--- src/rtl/bcd_display_mux.sv ---
`default_nettype none
// ============================================================================
// Module      : bcd_display_mux
// Description : Serial double-dabble binary-to-BCD converter driving a
//               time-multiplexed common-anode 7-segment display.
// Revision    : 1.0
// ============================================================================
module bcd_display_mux #(
  parameter int BIN_W       = 16,
  parameter int N_DIGITS    = 4,
  parameter int REFRESH_DIV = 50000
) (
  input  logic                clk,
  input  logic                reset,
  input  logic [BIN_W-1:0]    value,
  input  logic                load,
  output logic                busy,
  input  logic                blank_lz,
  input  logic [N_DIGITS-1:0] dp_sel,
  output logic                overflow,
  output logic [6:0]          seg,
  output logic                dp,
  output logic [N_DIGITS-1:0] an
);

  localparam int c_bcd_w  = 4 * N_DIGITS + 4;
  localparam int c_disp_w = 4 * N_DIGITS;
  localparam int c_cnt_w  = $clog2(BIN_W + 1);
  localparam int c_idx_w  = (N_DIGITS > 1) ? $clog2(N_DIGITS) : 1;
  localparam int c_rc_w   = (REFRESH_DIV > 1) ? $clog2(REFRESH_DIV) : 1;
  localparam int c_ext_w  = (BIN_W > 32) ? BIN_W : 32;
  localparam logic [c_ext_w-1:0] c_limit = c_ext_w'(10 ** N_DIGITS);

  localparam logic [6:0] c_seg_zero  = 7'b1000000;
  localparam logic [6:0] c_seg_dash  = 7'b0111111;
  localparam logic [6:0] c_seg_blank = 7'b1111111;

  typedef enum logic [1:0] {
    ST_IDLE  = 2'd0,
    ST_SHIFT = 2'd1,
    ST_DONE  = 2'd2
  } state_t;

  state_t                state_q, state_d;
  logic [BIN_W-1:0]      bin_q, bin_d;
  logic [c_bcd_w-1:0]    bcd_q, bcd_d, bcd_adj;
  logic [c_cnt_w-1:0]    cnt_q, cnt_d;
  logic                  ovf_pend_q, ovf_pend_d;
  logic                  busy_q, busy_d;
  logic                  overflow_q, overflow_d;
  logic [c_disp_w-1:0]   disp_q, disp_d;
  logic [c_rc_w-1:0]     rcnt_q, rcnt_d;
  logic [c_idx_w-1:0]    idx_q, idx_d;
  logic [6:0]            seg_q, seg_d;
  logic                  dp_q, dp_d;
  logic [N_DIGITS-1:0]   an_q, an_d;
  logic [N_DIGITS-1:0]   lz;
  logic                  all_zero;
  logic [3:0]            nib;

  function automatic logic [6:0] seg_decode(input logic [3:0] n);
    case (n)
      4'd0:    return 7'b1000000;
      4'd1:    return 7'b1111001;
      4'd2:    return 7'b0100100;
      4'd3:    return 7'b0110000;
      4'd4:    return 7'b0011001;
      4'd5:    return 7'b0010010;
      4'd6:    return 7'b0000010;
      4'd7:    return 7'b1111000;
      4'd8:    return 7'b0000000;
      4'd9:    return 7'b0010000;
      default: return c_seg_blank;
    endcase
  endfunction

  // Conversion engine: one binary bit enters the BCD register per SHIFT cycle.
  always_comb begin
    state_d    = state_q;
    bin_d      = bin_q;
    bcd_d      = bcd_q;
    cnt_d      = cnt_q;
    ovf_pend_d = ovf_pend_q;
    busy_d     = busy_q;
    overflow_d = overflow_q;
    disp_d     = disp_q;
    bcd_adj    = bcd_q;
    for (int i = 0; i < N_DIGITS + 1; i++) begin
      if (bcd_q[4*i +: 4] >= 4'd5) begin
        bcd_adj[4*i +: 4] = bcd_q[4*i +: 4] + 4'd3;
      end
    end
    case (state_q)
      ST_IDLE: begin
        if (load) begin
          bin_d      = value;
          bcd_d      = '0;
          cnt_d      = '0;
          ovf_pend_d = (c_ext_w'(value) >= c_limit);
          busy_d     = 1'b1;
          state_d    = ST_SHIFT;
        end
      end
      ST_SHIFT: begin
        {bcd_d, bin_d} = {bcd_adj, bin_q} << 1;
        cnt_d          = cnt_q + 1'b1;
        if (cnt_q == c_cnt_w'(BIN_W - 1)) begin
          state_d = ST_DONE;
        end
      end
      ST_DONE: begin
        disp_d     = bcd_q[c_disp_w-1:0];
        overflow_d = ovf_pend_q;
        busy_d     = 1'b0;
        state_d    = ST_IDLE;
      end
      default: state_d = ST_IDLE;
    endcase
  end

  // lz[i] is set when digits i..N_DIGITS-1 are all zero.
  always_comb begin
    lz       = '0;
    all_zero = 1'b1;
    for (int i = N_DIGITS - 1; i >= 0; i--) begin
      all_zero = all_zero & (disp_q[4*i +: 4] == 4'd0);
      lz[i]    = all_zero;
    end
  end

  always_comb begin
    rcnt_d = rcnt_q + 1'b1;
    idx_d  = idx_q;
    if (rcnt_q == c_rc_w'(REFRESH_DIV - 1)) begin
      rcnt_d = '0;
      idx_d  = (idx_q == c_idx_w'(N_DIGITS - 1)) ? '0 : idx_q + 1'b1;
    end
    nib = disp_q[idx_q*4 +: 4];
    if (overflow_q) begin
      seg_d = c_seg_dash;
    end else if ((idx_q != '0) && blank_lz && lz[idx_q]) begin
      seg_d = c_seg_blank;
    end else begin
      seg_d = seg_decode(nib);
    end
    an_d = ~(N_DIGITS'(1) << idx_q);
    dp_d = ~dp_sel[idx_q];
  end

  always_ff @(posedge clk) begin
    if (reset) begin
      state_q    <= ST_IDLE;
      bin_q      <= '0;
      bcd_q      <= '0;
      cnt_q      <= '0;
      ovf_pend_q <= 1'b0;
      busy_q     <= 1'b0;
      overflow_q <= 1'b0;
      disp_q     <= '0;
      rcnt_q     <= '0;
      idx_q      <= '0;
      seg_q      <= c_seg_zero;
      dp_q       <= 1'b1;
      an_q       <= ~N_DIGITS'(1);
    end else begin
      state_q    <= state_d;
      bin_q      <= bin_d;
      bcd_q      <= bcd_d;
      cnt_q      <= cnt_d;
      ovf_pend_q <= ovf_pend_d;
      busy_q     <= busy_d;
      overflow_q <= overflow_d;
      disp_q     <= disp_d;
      rcnt_q     <= rcnt_d;
      idx_q      <= idx_d;
      seg_q      <= seg_d;
      dp_q       <= dp_d;
      an_q       <= an_d;
    end
  end

  assign busy     = busy_q;
  assign overflow = overflow_q;
  assign seg      = seg_q;
  assign dp       = dp_q;
  assign an       = an_q;

endmodule
`default_nettype wire
--- config.mk ---
export PLATFORM = sky130hd
export DESIGN_NAME = bcd_display_mux
export DESIGN_NICKNAME = d
export VERILOG_FILES = /design/src/rtl/bcd_display_mux.sv
export SDC_FILE = /design/constraint.sdc
export NUM_CORES = 1
export LEC_CHECK = 0
export CORE_AREA = 2 2 83 85
export CTS_BUF_LIST = sky130_fd_sc_hd__clkbuf_4
export CTS_CLUSTER_DIAMETER = 150
export DETAILED_ROUTE_END_ITERATION = 16
export DIE_AREA = 0 0 85 87
export PLACE_DENSITY = 0.89
export SLEW_MARGIN = 25
export SYNTH_ARGS = -nofsm -noshare
export SYNTH_HDL_FRONTEND = slang
export SYNTH_SLANG_ARGS = --single-unit
--- constraint.sdc ---
create_clock -name clk -period 4.9 [get_ports clk]
set_input_delay 0.98 -clock clk [delete_from_list [all_inputs] [get_ports clk]]
set_output_delay 0.98 -clock clk [all_outputs]
set_load 0.02 [all_outputs]
==> flow_summary.yaml, run 1 <==
routing:
  via_per_inst: 5.62
  antenna_left: 0
  drc_errors: 0
  drt_first_iter_violations: 199
  dr.pass1.iters: 4
  wl_um: 8240
  vias: 3334
  routedWlPerCell_um: 13.9
pwr:
  p_sw_frac: 0.244
  p_per_area_nw_per_um2: 274
  vdd_drop_max_mv: 0.212
  power_frac_seq: 0.602
  power_switching_w: 0.000304
  power_frac_clock: 0.316
  internal-power_w: 0.000939
  p_leak_nw: 1.63
  power_frac_comb: 0.083
flow_run:
  maxCapViolCount: 0
floorplanning:
  dieArea_um2: 7400
  row_count: 30
  fp.dieH_um: 87
  start_util: 0.618
  fp.dieW_um: 85
  ios: 38
  core-area_um2: 6570
setup_path:
  start_kind: "input port"
  critPathCaptureType: "flop"
  max_stage_delay_ns: 0.74
  crit_buf_inv: 1
  crit_cells: 6
  crit_family: "simple AND/OR/NAND/NOR gates"
  reg2reg_depth: 5
  critPathRequiredTime_ns: 5.20
  cp_cell_sequence: "clkdlybuf4s50_1 -> or3b_2 -> nand2_1 -> o21ai_0 -> a21oi_1 -> nor2_1"
  critPathArrivalTime_ns: 3.26
  slowest_stage: "or3b_2"
  crit_type: "input port to flop"
  cp_max_fo: 32
synth:
  synth.top_cell.area_share: 0.434
  yosys-top-cells-count: "nor2_1 (92), dfxtp_1 (88), nand2_1 (52)"
  ys_seq_area_frac: 0.434
  ys_seq_elements: 88
  synth_async_sr_flop_share: 0
  synth_nets: 530
  yosys.area.top_type: "dfxtp_1"
  synthTopCellsByArea: "dfxtp_1 (43%), nor2_1 (8.5%), ha_1 (6.2%)"
  synth_most_common_cell: "nor2_1"
  synth_cells: 486
  ys.flop_type: "dfxtp_1"
  yosysWarnings: 0
  yosysUniqueCellTypes: 44
  avgSynthCellArea_um2: 8.36
  synth_edf_count: 0
  syn_area_um2: 4060
layout:
  layout-drive-gt1-share: 0.0682
  nets: 552
  area_growth_pct: 11.8
  antenna_cells: 0
  utilization: 0.691
placement:
  portBuffers: 37
  dpl.hpwl_um: 5730
  gp_congestion: 0.797
outcome:
  status: "finished, final reports clean"
clock_tree:
  cts_buffers: 9
  cts_buffer_depth: 2
  root_buffer: "clkbuf_4"
  clk_pin_slew_worst_paths_ns: 0.13
  cts_sinks: 88
  h-tree-depth: 3
  clkLatencyLatePin_ns: 0.43
  hold_buffers: 0
  cts_setup_buffers: 0
  tritoncts: "yes"
  cts_resized: 0
timing:
  clock.fmax_ghz: 0.338
  fin_worst_skew_ns: 0.0164
  min_period_over_period: 0.604
  finalHoldViolCount: 0
  drv_slew: 0
  setup-tns-final_ns: 0
  setup_viol: 0
  worst_pin_slew_ns: 1.05
  rsz0062_at_grt: "no"
  period_minus_slack_ns: 2.96
  slew-limit-headroom: 0.294
min_path:
  hold_class: "flop to flop"
  min_delay_path_depth: 2
grt:
  grt_first_pass_wirelength_um: 14100
  track_usage: 0.236
  antenna_found_initial: 0
  overflow: 0
  grt_pass1_vias: 3149
  grt_start_max_net_pins: 74
[flip-flops by register name, indices dropped and copies added, names as in the netlist, 2 cells and up]
name / count
bcd_q: 16
bin_q: 16
seg: 7
idx_q: 2
rcnt_q: 16
cnt_q: 5
state_q: 2
disp_q: 16
an: 4
[logic make-up (layout without fill, tap and decap cells)]
group	count (synthesis)	in the layout	synth area share
AOI/OAI and AO/OA	73	73	0.101
xor gates and xnor gates	21	21	0.0453
adders and majority gates	20	20	0.0616
buffers and inverters	45	72	0.0490
DFF	88	88	0.434
muxes	10	10	0.0404
and+or+nand+nor	229	229	0.269
[final cells by class]
type / count / area (µm²)
multi-input combinational: 353 / 2100
timing repair buffer: 39 / 380
fill: 512 / 2030
sequential: 88 / 1760
clock buffer: 11 / 82.6
clock inverter: 5 / 47.5
inverter: 17 / 63.8
tap: 80 / 100
[power by group through the flow]
stage | logic [W] | registers, W | clock network, W
2_1_floorplan | 0.0000692 | 0.000761 | 0
5_1_grt | 0.000115 | 0.000751 | 0.000420
3_5_place_dp | 0.000103 | 0.000764 | 0
6_report | 0.000103 | 0.000748 | 0.000393
4_1_cts | 0.000103 | 0.000748 | 0.000397
3_3_place_gp | 0.0000992 | 0.000763 | 0
[worst min-delay path, stage by stage, from the launching register on]
cell and delay (ns):
dfxtp_1 0.33, nand3_1 0.06, a21oi_1 0.05
[worst paths after layout]
kind                            from  slack, ns                    end
max                             load       1.94  cnt_q[2]$_SDFFE_PP0P_
min            bin_q[0]$_SDFFE_PP0P_       0.48  bin_q[0]$_SDFFE_PP0P_
max reg2reg  state_q[1]$_SDFFE_PP0P_       2.57  cnt_q[2]$_SDFFE_PP0P_
min reg2reg    bin_q[0]$_SDFFE_PP0P_       0.48  bin_q[0]$_SDFFE_PP0P_
[per-stage QoR]
| stage | instances | area [µm²] | setup slack, ns | hold WS, ns | power, W |
|---|---|---|---|---|---|
| 2_1_floorplan | 486 | 4060 | 2.74 | 0.432 | 0.000831 |
| 3_3_place_gp | 577 | 4410 | 1.53 | 0.449 | 0.000862 |
| 3_5_place_dp | 577 | 4410 | 1.48 | 0.460 | 0.000867 |
| 4_1_cts | 593 | 4540 | 1.95 | 0.478 | 0.00125 |
| 5_1_grt | 593 | 4540 | 1.78 | 0.495 | 0.00129 |
| 6_report | 593 | 4540 | 1.94 | 0.478 | 0.00124 |
[routing by layer]
metal  global-route usage  share of wire
met2                0.409           0.51
met5                    0              0
met4               0.0837          0.017
met3               0.0436          0.035
met1                0.296           0.44
[cell usage in the layout (no fill, tap or decap), drive strengths merged, types with 2 or more instances in the layout]
cell / count
nand4: 4
dfxtp: 88
ha: 20
nor2b: 3
nand2: 52
inv: 17
xnor2: 10
and4: 2
a32oi: 4
clkbuf: 11
nor4: 21
o21ai: 13
a31oi: 4
nor3: 7
a21oi: 43
clkdlybuf4s50: 36
nor3b: 3
and2: 3
and3: 3
mux2i: 4
nand3b: 2
clkinv: 4
or2: 2
mux4: 5
nand2b: 10
nor2: 97
o31ai: 4
xor2: 11
nand3: 17
buf: 3
Note: power is estimated with default switching activity, not from simulation.
==> inputs of run 2 (changes only) <==
--- a/config.mk
+++ b/config.mk
@@ -5,12 +5,12 @@
 export SDC_FILE = /design/constraint.sdc
 export NUM_CORES = 1
 export LEC_CHECK = 0
-export CORE_AREA = 2 2 83 85
+export CORE_AREA = 2 2 90 92
 export CTS_BUF_LIST = sky130_fd_sc_hd__clkbuf_4
 export CTS_CLUSTER_DIAMETER = 150
 export DETAILED_ROUTE_END_ITERATION = 16
-export DIE_AREA = 0 0 85 87
-export PLACE_DENSITY = 0.89
+export DIE_AREA = 0 0 92 94
+export PLACE_DENSITY = 0.81
 export SLEW_MARGIN = 25
 export SYNTH_ARGS = -nofsm -noshare
 export SYNTH_HDL_FRONTEND = slang
==> constraint.sdc (replaced) <==
create_clock -name clk -period 2.38 [get_ports clk]
set_input_delay 0.476 -clock clk [delete_from_list [all_inputs] [get_ports clk]]
set_output_delay 0.476 -clock clk [all_outputs]
set_load 0.02 [all_outputs]
==> run 2 against run 1 <==
Effect of this change:
- worst hold slack got worse by 0.0057 ns
- combinational power rose by 120%
- utilization fell by 7.6 points
- critical path type is now flop to output port
- critical endpoint is now overflow
==> flow_summary.yaml, run 2 (same netlist as run 1, synthesis figures left out) <==
grt:
  antenna_found_initial: 0
  grt_pass1_vias: 3228
  grt_util_met2: 0.347
  grt_first_pass_wirelength_um: 14100
  grt_use_met3: 0.0329
  top_usage_layer: "met2"
  grt_start_max_net_pins: 74
  grt_util_met1: 0.250
  track_usage: 0.199
  overflow: 0
setup_path:
  cp_cell_sequence: "clkdlybuf4s50_1"
  cp_max_fo: 6
  critPathRequiredTime_ns: 1.90
  critPathArrivalTime_ns: 1.54
  crit_family: "buffers and inverters"
  crit_type: "flop to output port"
  crit_buf_inv: 1
  start_kind: "flop"
  critPathCaptureType: "output port"
  max_stage_delay_ns: 0.65
  slowest_stage: "clkdlybuf4s50_1"
layout:
  layout-drive-gt1-share: 0.0862
  finalNonFillerCells: 624
  nets: 561
  layout_commonest_cell: "nor2_1"
  layout_common_cells: "nor2_1 (92), dfxtp_1 (88), nand2_1 (52), a21oi_1 (43), clkdlybuf4s50_1 (36)"
  antenna_cells: 0
  area_growth_pct: 15.2
clock_tree:
  cts_resized: 0
  cts_setup_buffers: 0
  cts_buffer_depth: 2
  clkLatencyLatePin_ns: 0.43
  cts_buffers: 9
  clk_pin_slew_worst_paths_ns: 0.14
  cts_sinks: 88
  tritoncts: "yes"
  hold_buffers: 0
  h-tree-depth: 3
  root_buffer: "clkbuf_4"
routing:
  routedWlPerCell_um: 13.1
  drc_errors: 0
  via_per_inst: 5.37
  vias: 3351
  dr.pass1.iters: 5
  wl_um: 8150
  antenna_left: 0
  drt_first_iter_violations: 170
timing:
  fin_worst_skew_ns: 0.0159
  setup-tns-final_ns: 0
  period_minus_slack_ns: 2.01
  clock.fmax_ghz: 0.497
  rsz0062_at_grt: "no"
  min_period_over_period: 0.846
  slew-limit-headroom: 0.535
  setup_viol: 0
  worst_pin_slew_ns: 0.695
  finalHoldViolCount: 0
  drv_slew: 0
floorplanning:
  row_count: 32
  start_util: 0.534
  core-area_um2: 7610
  dieArea_um2: 8650
  ios: 38
  fp.dieH_um: 94
  fp.dieW_um: 92
placement:
  gp_congestion: 0.791
  portBuffers: 37
  dpl.hpwl_um: 5740
  dp.cells: 608
pwr:
  vdd_drop_max_mv: 0.469
  p_per_area_nw_per_um2: 581
  p_leak_nw: 1.68
outcome:
  status: "finished, final reports clean"
flow_run:
  maxCapViolCount: 0
min_path:
  hold_class: "flop to flop"
==> run 2: changes by cell type in the layout (fill, tap and decap cells not counted), sizes merged <==
cell | previous run | this run
buf | 3 | 12
bufinv | 1 | 2
clkbuf | 11 | 10
clkinv | 4 | 0
clkinvlp | 0 | 3
inv | 17 | 18
==> run 2: metal layers <==
layer | vias up | part of all wire
met2 | 66 | 0.47
met3 | 8 | 0.041
li1 | 1708 | -
met5 | - | 0
met4 | 0 | 0.011
met1 | 1569 | 0.48
==> run 2: area by class of cell <==
class / instances / area, µm²
inverter: 17 / 63.8
clock inverter: 6 / 91.3
timing repair buffer: 48 / 460
fill: 676 / 2930
sequential: 88 / 1760
tap: 102 / 128
clock buffer: 10 / 75.1
multi-input combinational: 353 / 2100
==> run 2: where the power goes <==
part | internal, W | switching, W | total (W)
clock | 0.000441 | 0.000515 | 0.000956
sequential | 0.00151 | 0.0000257 | 0.00154
combinational | 0.0000988 | 0.000127 | 0.000226
total | 0.00205 | 0.000668 | 0.00272
==> run 2: worst paths after layout <==
path                            to  slack (ns)  cells after the start                   start
max                       overflow        0.37                      1   overflow$_SDFFE_PP0P_
max reg2reg      seg[0]$_SDFF_PP0_        0.40                      8   idx_q[0]$_SDFFE_PP0P_
min reg2reg  bcd_q[0]$_SDFFE_PP0P_        0.47                      2  bin_q[15]$_SDFFE_PP0P_
min          bcd_q[0]$_SDFFE_PP0P_        0.47                      2  bin_q[15]$_SDFFE_PP0P_
==> run 2: per-stage QoR <==
stage	utilization	hold WS, ns	setup slack (ns)	instance area, µm²	power [W]
floorplan	-	0.432	0.531	4060	0.00171
global placement	0.593	0.449	0.200	4510	0.00179
detailed placement	0.593	0.452	0.141	4510	0.00180
CTS	0.615	0.470	0.362	4680	0.00274
global route	0.615	0.488	0.227	4680	0.00283
finish	0.615	0.472	0.367	4680	0.00272
==> inputs of run 3 (changes only) <==
--- a/config.mk
+++ b/config.mk
@@ -5,12 +5,12 @@
 export SDC_FILE = /design/constraint.sdc
 export NUM_CORES = 1
 export LEC_CHECK = 0
-export CORE_AREA = 2 2 90 92
+export CORE_AREA = 2 2 86 88
 export CTS_BUF_LIST = sky130_fd_sc_hd__clkbuf_4
 export CTS_CLUSTER_DIAMETER = 150
 export DETAILED_ROUTE_END_ITERATION = 16
-export DIE_AREA = 0 0 92 94
-export PLACE_DENSITY = 0.81
+export DIE_AREA = 0 0 88 90
+export PLACE_DENSITY = 0.84
 export SLEW_MARGIN = 25
 export SYNTH_ARGS = -nofsm -noshare
 export SYNTH_HDL_FRONTEND = slang
==> constraint.sdc (replaced) <==
create_clock -name clk -period 1.97 [get_ports clk]
set_input_delay 0.394 -clock clk [delete_from_list [all_inputs] [get_ports clk]]
set_output_delay 0.394 -clock clk [all_outputs]
set_load 0.02 [all_outputs]
==> run 3 against run 2 <==
Effect of this change:
- first-iteration DRC count increased by 47%
- die area fell by 8.4%
- critical path depth up 7
- register-to-register slack worse by 0.28 ns
- cell area up 0.61%
- clock power down 13%
- critical endpoint is now seg[0]$_SDFF_PP0_
==> flow_summary.yaml, run 3 (same netlist as run 1, synthesis figures left out) <==
clock_tree:
  clk_pin_slew_worst_paths_ns: 0.12
  clkLatencyLatePin_ns: 0.43
  root_buffer: "clkbuf_4"
  cts_buffer_depth: 2
  tritoncts: "yes"
  cts_sinks: 88
  cts_buffers: 9
  h-tree-depth: 3
min_path:
  min_delay_path_depth: 2
  hp-start: "reset"
  hold_end: "seg[3]$_SDFF_PP0_"
  hold_class: "input port to flop"
floorplanning:
  fp.dieW_um: 88
  start_util: 0.579
  dieArea_um2: 7920
  row_count: 31
  core-area_um2: 7020
  fp.dieH_um: 90
  ios: 38
setup_path:
  crit_type: "flop to flop"
  r2r_slack_ns: 0.12
  critPathArrivalTime_ns: 2.22
  path_common_cell: "a21oi_1"
  slowest_stage: "mux4_2"
  critPathRequiredTime_ns: 2.34
  critPathCaptureType: "flop"
  max_stage_delay_ns: 0.57
  start_kind: "flop"
  r2r_end: "seg[0]$_SDFF_PP0_"
  cp_max_fo: 5
  reg2reg_depth: 8
  r2r_start: "idx_q[0]$_SDFFE_PP0P_"
  cp_cell_sequence: "mux4_2 -> inv_2 -> ha_1 -> inv_1 -> nor2_2 -> a21oi_1 -> or2_0 -> a21oi_1"
layout:
  utilization: 0.671
  area_growth_pct: 16.0
  layout-drive-gt1-share: 0.109
  antenna_cells: 0
  finalNonFillerCells: 631
  nets: 572
  layout_commonest_cell: "nor2_1"
  layout_common_cells: "nor2_1 (92), dfxtp_1 (87), nand2_1 (52), a21oi_1 (43), clkdlybuf4s50_1 (35)"
timing:
  setup-tns-final_ns: 0
  min_period_over_period: 0.941
  rsz0062_at_grt: "no"
  worst_pin_slew_ns: 0.574
  fin_worst_skew_ns: 0.0180
  timing.hold.ws_ns: 0.273
  setup_viol: 0
  clock.fmax_ghz: 0.539
  finalHoldViolCount: 0
  period_minus_slack_ns: 1.85
  slew-limit-headroom: 0.616
  drv_slew: 0
placement:
  portBuffers: 37
  dpl.hpwl_um: 5990
  dp.cells: 616
  gp_congestion: 0.813
pwr:
  p_per_area_nw_per_um2: 634
  vdd_drop_max_mv: 0.549
  finalPower_w: 0.00299
  p_leak_nw: 1.75
routing:
  routedWlPerCell_um: 13.4
  highest_layer: "met4"
  drt-met1-wl_um: 3810
  wl_um: 8460
  vias: 3454
  wl_met2_um: 4120
  wl_met3_um: 286
  dr.pass1.iters: 4
  antenna_left: 0
  drt_first_iter_violations: 250
  via_per_inst: 5.47
  drc_errors: 0
grt:
  track_usage: 0.236
  overflow: 0
  antenna_found_initial: 0
  grt_start_max_net_pins: 40
  grt_pass1_vias: 3379
  grt_first_pass_wirelength_um: 15100
outcome:
  status: "finished, final reports clean"
flow_run:
  maxCapViolCount: 0
==> run 3: cell count changes in the layout (fill, tap and decap cells not counted), moves of 2 or more <==
cell | previous run | this run
clkinvlp_4 | 3 | 1
bufinv_16 | 2 | 0
buf_4 | 10 | 21
clkinv_2 | 0 | 3
==> run 3: timing repair <==
| action | CTS | global route |
|---|---|---|
| endpoints found under the setup margin | 1 | 5 |
| resized for setup | 1 | 4 |
| setup buffers | 0 | 0 |
| hold buffers | 0 | 0 |
| pin swaps | 0 | 1 |
==> run 3: worst max path at each step <==
stage / start / end / slack [ns] / cells past startpoint
final: idx_q[0]$_SDFFE_PP0P_ / seg[0]$_SDFF_PP0_ / 0.12 / 8
after global routing: rcnt_q[0]$_SDFF_PP0_ / idx_q[1]$_SDFFE_PP0P_ / 0.009 / 7
after CTS: overflow$_SDFFE_PP0P_ / overflow / 0.03 / 1
after detailed placement: load / bin_q[7]$_SDFFE_PP0P_ / -0.12 / 7
after global placement: load / bin_q[2]$_SDFFE_PP0P_ / -0.04 / 7
after floorplan: idx_q[0]$_SDFFE_PP0P_ / seg[0]$_SDFF_PP0_ / 0.12 / 9
==> run 3: stage by stage <==
step | cell area [µm²] | worst slack [ns]
2_1_floorplan | 4060 | 0.121
3_3_place_gp | 4590 | -0.0389
3_5_place_dp | 4590 | -0.120
4_1_cts | 4700 | 0.0307
5_1_grt | 4710 | 0.00850
6_report | 4710 | 0.115
==> run 3: layout make-up <==
class,instances,area [µm²]
Fill cell,539,2310
Multi-Input combinational cell,353,2110
Sequential cell,88,1770
Timing Repair Buffer,59,546
Tap cell,99,124
Clock buffer,11,82.6
Inverter,17,63.8
Clock inverter,4,22.5
==> run 3: worst max-delay path, delay by kind of cell, from the launching register on <==
| family | cells | cell delay [ns] |
|---|---|---|
| buffers and inverters | 2 | 0.15 |
| adders and majority gates | 1 | 0.15 |
| and+or+nand+nor | 2 | 0.32 |
| DFF | 1 | 0.40 |
| muxes | 1 | 0.57 |
| AOI/OAI and AO/OA | 2 | 0.21 |
==> run 3: power breakdown <==
group	internal (W)	leakage, nW	total, W	switching [W]
Combinational	0.000133	0.968	0.000293	0.000160
Sequential	0.00183	0.715	0.00186	0.0000320
Clock	0.000276	0.0625	0.000834	0.000558
Total	0.00223	1.75	0.00299	0.000751
==> run 3: per-layer routing <==
| metal | vias up | track usage |
|---|---|---|
| met3 | 21 | 0.0376 |
| met1 | 1631 | 0.301 |
| met5 | - | 0 |
| met4 | 0 | 0.113 |
| li1 | 1729 | - |
| met2 | 73 | 0.383 |
